`src/rtl/gb_mem_pkg.sv`:
```
// Shared memory-map constants and types for the Game Boy memory subsystem.
package gb_mem_pkg;

    localparam logic [15:0] DMA_REG      = 16'hFF46;
    localparam logic [15:0] BOOT_OFF_REG = 16'hFF50;
    localparam logic [15:0] OAM_BASE     = 16'hFE00;
    localparam int          OAM_LEN      = 160;

    typedef enum logic [1:0] {
        IDLE,
        START,
        READ,
        WRITE
    } dma_state_t;

    // Source of the registered CPU read data.
    typedef enum logic [1:0] {
        RD_MEM,
        RD_DMA,
        RD_BOOT
    } rd_sel_t;

endpackage

```
`src/rtl/dma_arbiter.sv`:
```
// Shares the memory port between the CPU and the OAM DMA engine, and holds
// the DMA source (0xFF46) and boot-ROM disable (0xFF50) registers.
module dma_arbiter
    import gb_mem_pkg::*;
#(
    parameter int          OAM_LEN  = gb_mem_pkg::OAM_LEN,
    parameter logic [15:0] OAM_BASE = gb_mem_pkg::OAM_BASE
) (
    input  logic        clock,
    input  logic        reset_n,
    input  logic [15:0] cpu_addr,
    input  logic        cpu_wren,
    input  logic [7:0]  cpu_data_in,
    output logic [7:0]  cpu_data_out,
    output logic [15:0] mem_addr,
    output logic        mem_wren,
    output logic [7:0]  mem_data_in,
    input  logic [7:0]  mem_data_out,
    output logic        boot_rom_en,
    output logic        dma_active
);

    localparam logic [7:0] LAST_IDX = 8'(OAM_LEN - 1);

    dma_state_t state;
    rd_sel_t    rd_sel;
    logic [7:0] counter;
    logic [7:0] src_hi;
    logic       blocked_q;
    logic       reg_hit;
    logic       dma_wr;
    logic       boot_wr;

    assign dma_active = (state != IDLE);
    assign reg_hit    = (cpu_addr == DMA_REG) || (cpu_addr == BOOT_OFF_REG);
    // Register writes are only honoured while the CPU owns the bus.
    assign dma_wr     = (state == IDLE) && cpu_wren && (cpu_addr == DMA_REG);
    assign boot_wr    = (state == IDLE) && cpu_wren && (cpu_addr == BOOT_OFF_REG);

    always_ff @(posedge clock) begin
        if (!reset_n) begin
            state       <= IDLE;
            counter     <= 8'h00;
            src_hi      <= 8'h00;
            boot_rom_en <= 1'b1;
            blocked_q   <= 1'b0;
            rd_sel      <= RD_MEM;
        end else begin
            blocked_q <= dma_active;
            if (cpu_addr == DMA_REG)
                rd_sel <= RD_DMA;
            else if (cpu_addr == BOOT_OFF_REG)
                rd_sel <= RD_BOOT;
            else
                rd_sel <= RD_MEM;

            if (boot_wr && (cpu_data_in != 8'h00))
                boot_rom_en <= 1'b0;

            case (state)
                IDLE: begin
                    if (dma_wr) begin
                        src_hi  <= cpu_data_in;
                        counter <= 8'h00;
                        state   <= START;
                    end
                end
                START: state <= READ;
                READ:  state <= WRITE;
                WRITE: begin
                    if (counter == LAST_IDX) begin
                        counter <= 8'h00;
                        state   <= IDLE;
                    end else begin
                        counter <= counter + 8'h01;
                        state   <= READ;
                    end
                end
                default: state <= IDLE;
            endcase
        end
    end

    // WRITE forwards the byte the memory returns for the preceding READ.
    always_comb begin
        mem_addr    = cpu_addr;
        mem_wren    = 1'b0;
        mem_data_in = cpu_data_in;
        case (state)
            IDLE:  mem_wren = cpu_wren && !reg_hit;
            READ:  mem_addr = {src_hi, counter};
            WRITE: begin
                mem_addr    = OAM_BASE + {8'h00, counter};
                mem_wren    = 1'b1;
                mem_data_in = mem_data_out;
            end
            default: ;
        endcase
    end

    always_comb begin
        cpu_data_out = mem_data_out;
        if (blocked_q)
            cpu_data_out = 8'hFF;
        else if (rd_sel == RD_DMA)
            cpu_data_out = src_hi;
        else if (rd_sel == RD_BOOT)
            cpu_data_out = {7'h7F, ~boot_rom_en};
    end

endmodule
```
`config.mk`:
```
export PLATFORM = sky130hd
export DESIGN_NAME = dma_arbiter
export DESIGN_NICKNAME = d
export VERILOG_FILES = /design/src/rtl/gb_mem_pkg.sv /design/src/rtl/dma_arbiter.sv
export SDC_FILE = /design/constraint.sdc
export NUM_CORES = 1
export LEC_CHECK = 0
export ABC_CLOCK_PERIOD_IN_PS = 2000
export CAP_MARGIN = 20
export CORE_AREA = 2 2 76 78
export DETAILED_ROUTE_END_ITERATION = 10
export DIE_AREA = 0 0 78 80
export PLACE_DENSITY = 0.68
export SLEW_MARGIN = 25
export SYNTH_ARGS = -nofsm -noshare
export SYNTH_HDL_FRONTEND = slang
export SYNTH_SLANG_ARGS = --single-unit
export TNS_END_PERCENT = 10
```
`constraint.sdc`:
```
create_clock -name clock -period 2 [get_ports clock]
set_clock_uncertainty 0.15 [all_clocks]
set_input_delay 0.3 -clock clock [delete_from_list [all_inputs] [get_ports clock]]
set_output_delay 0.3 -clock clock [all_outputs]
set_load 0.005 [all_outputs]
```
==> results.json <==
{
  "outcome": "finished, violations left",
  "violations": "negative setup slack",
  "cp_max_fo": 2,
  "powerDensity_mw_per_mm2": 390,
  "vias": 1845,
  "clock_path_buffers": 2,
  "fillCellCount": 521,
  "dieHeight_um": 80,
  "cp_slowest_stage_delay_ns": 0.51,
  "synth-xor-area-share_pct": 0.562,
  "synth_fa_ha_area_share_pct": 4.01,
  "final.period_utilization_pct": 107,
  "hold_viol": 0,
  "synth.area.mux_share_pct": 11.5,
  "yosysWarnings": 0,
  "die-area_mm2": 0.00624,
  "clock_sinks": 22,
  "drcViolationCount": 0,
  "postLayoutCoreUtil_pct": 50.8,
  "vias_per_cell": 5.05,
  "yosys.area.top_type": "dfxtp_1",
  "dpl-instance-area_mm2": 0.00254,
  "worst_pin_slew_ns": 0.479,
  "synth_cell_types": 44,
  "grt_pass1_wl_um": 8400,
  "endpoint_kind": "output pin",
  "avgSynthCellArea_um2": 8.12,
  "slowest_stage": "or4b_4",
  "worstPathRequired_ns": 1.55,
  "cp.buffers_inverters": 2,
  "synthesis.nets": 232,
  "holdCritStartpoint": "src_hi[1]",
  "htree_levels": 1,
  "slew_headroom_pct": 67.9,
  "rsz0062_at_grt": "true",
  "cts_buffers": 3,
  "hold_class": "reg2reg",
  "drive_gt1_share_pct": 37.2,
  "ys.flop_type": "dfxtp_1",
  "peakVddDrop_mv": 0.419,
  "synth_top_area_share_pct": 28.3,
  "grt_pass1_vias": 1727,
  "timing.rr.start": "state[1]",
  "numPortBuffers": 69,
  "p_leak_nw": 1.19,
  "initial_core_util_pct": 28.8,
  "worst_setup_path_start_kind": "input pin",
  "async_flop_share_pct": 0,
  "yosysSeqAreaShare_pct": 28.3,
  "cp.arrival_ns": 1.69,
  "grt.total_usage_pct": 17.1,
  "setup_ws_ns": -0.144,
  "first_pass_iters": 4,
  "overflow": 0,
  "synth_compound_area_share_pct": 24.1,
  "setup_violations": 11,
  "critPathKind": "in2out",
  "cts_tree": "yes",
  "fmax_mhz": 466,
  "grt_max_degree": 18,
  "area_growth_pct": 76.0,
  "final_area_mm2": 0.00274,
  "synth_edf_count": 0,
  "drt_iter0_drc": 90,
  "clock_latency_ns": 0.27,
  "fp.dieW_um": 78,
  "startpoint": "cpu_addr[0]",
  "worstPathCellList": "clkdlybuf4s15_1 -> or4b_4 -> nor4_4 -> o21ai_1 -> a31oi_1 -> nor2_1 -> buf_2",
  "place_congestion": 0.846,
  "finalMaxSlewViolations": 0,
  "io_pins": 70,
  "cpLargestDelayFamily": "simple AND/OR/NAND/NOR gates",
  "fp.coreArea_mm2": 0.00541,
  "num_antenna_cells": 0,
  "hold_buffers": 0,
  "synth-seq-cells": 22,
  "mostFrequentLayoutCells": "27 x clkdlybuf4s50_1, 27 x buf_4, 24 x nand2_1",
  "synth_top_family_by_area": "simple AND/OR/NAND/NOR gates",
  "maxCapViolCount": 0,
  "root_buffer": "clkbuf_8",
  "clk_pin_slew_ns": 0.08,
  "wl_per_cell_um": 14.8,
  "rows": 27,
  "min_period_ns": 2.14,
  "fin_nets": 334,
  "antenna_found_initial": 0,
  "synth-simple-area-share_pct": 27.9,
  "synthCells": 192,
  "syn-cell-area_mm2": 0.00156,
  "wl_um": 5400,
  "hpwl_um": 3890,
  "yosys-top-cells-area": "dfxtp_1 28%, mux2_2 11%, nand2_1 6.0%",
  "ant_nets": 0
}
-- metrics by stage --
| step | total power, W | setup slack [ns] | hold slack [ns] | setup TNS, ns | instances |
|---|---|---|---|---|---|
| 3_5_place_dp | 0.000684 | -0.921 | 0.317 | -14.59 | 354 |
| 2_1_floorplan | 0.000506 | -0.0724 | 0.212 | -0.136 | 192 |
| 5_1_grt | 0.00112 | -0.220 | 0.354 | -2.24 | 365 |
| 3_3_place_gp | 0.000684 | -0.892 | 0.318 | -13.03 | 354 |
| 4_1_cts | 0.00107 | -0.201 | 0.330 | -2.43 | 367 |
| 6_report | 0.00107 | -0.144 | 0.327 | -0.793 | 365 |
-- state kept, by name, summed over array words and instances (netlist names) --
| name | flops |
|---|---|
| counter | 8 |
| src_hi | 8 |
| rd_sel | 2 |
| state | 2 |
| blocked_q | 1 |
| boot_rom_en | 1 |
-- synthesized netlist by cell type (2+ instances only) --
cell type   n
nand2_1    25
dfxtp_1    22
a21oi_1    15
mux2_2     15
nor2b_1    10
nand2b_1    8
nor2_1      8
a211o_1     7
inv_1       7
nand3_1     6
o21ai_0     6
o22ai_1     6
clkbuf_1    5
ha_1        5
and3_1      4
a31o_2      3
a31oi_1     3
nor3_1      3
nor3b_1     3
o31ai_1     3
a211oi_1    2
a32o_1      2
buf_1       2
nor4_1      2
-- tightest hold or removal path: cells and delay by family (launching register included) --
kind,cells,cell delay [ns]
simple gates,1,0.06
compound gates,1,0.05
flops,1,0.33
-- repair_timing --
item | CTS | global route
pin swaps | 11 | 8
setup buffers | 6 | 0
cloned | 3 | 0
gates resized for setup | 114 | 47
setup endpoints to repair | 53 | 41
-- kinds of logic after synthesis --
group / count (synthesis)
simple gates: 79
compound gates: 54
flops: 22
mux: 16
buf+inv: 15
fa+ha+maj: 5
xor+xnor: 1
-- area by class of cell --
type	instances	area, µm²	share of cell area, %
clock inverter	1	30.0	1.09
timing repair buffer	105	941	34.3
multi-input combinational	155	1160	42.3
tap	72	90.1	3.28
inverter	7	26.3	0.958
clock buffer	3	41.3	1.50
sequential	22	455	16.6
-- where the power goes --
group	switching, W	internal [W]	leakage (nW)
combinational	0.0000772	0.000140	0.977
sequential	0.0000000491	0.000432	0.180
clock	0.000152	0.000268	0.0357
total	0.000230	0.000840	1.19
-- worst paths after layout --
check                           slack [ns]  cells past startpoint          to
worst max-delay path                 -0.14                      7    mem_wren
worst min-delay path                  0.33                      2   src_hi[1]
worst max register to register       -0.05                      8  counter[7]
worst min register to register        0.33                      2   src_hi[1]
-- layer usage --
metal,vias up,share of wire [%],global-route usage (%)
met2,63,46,29.1
met3,10,8.1,4.98
met5,-,0,0
met1,856,44,20.6
met4,0,1.7,5.79
li1,916,-,-
Power figures use the tool's default switching activity.
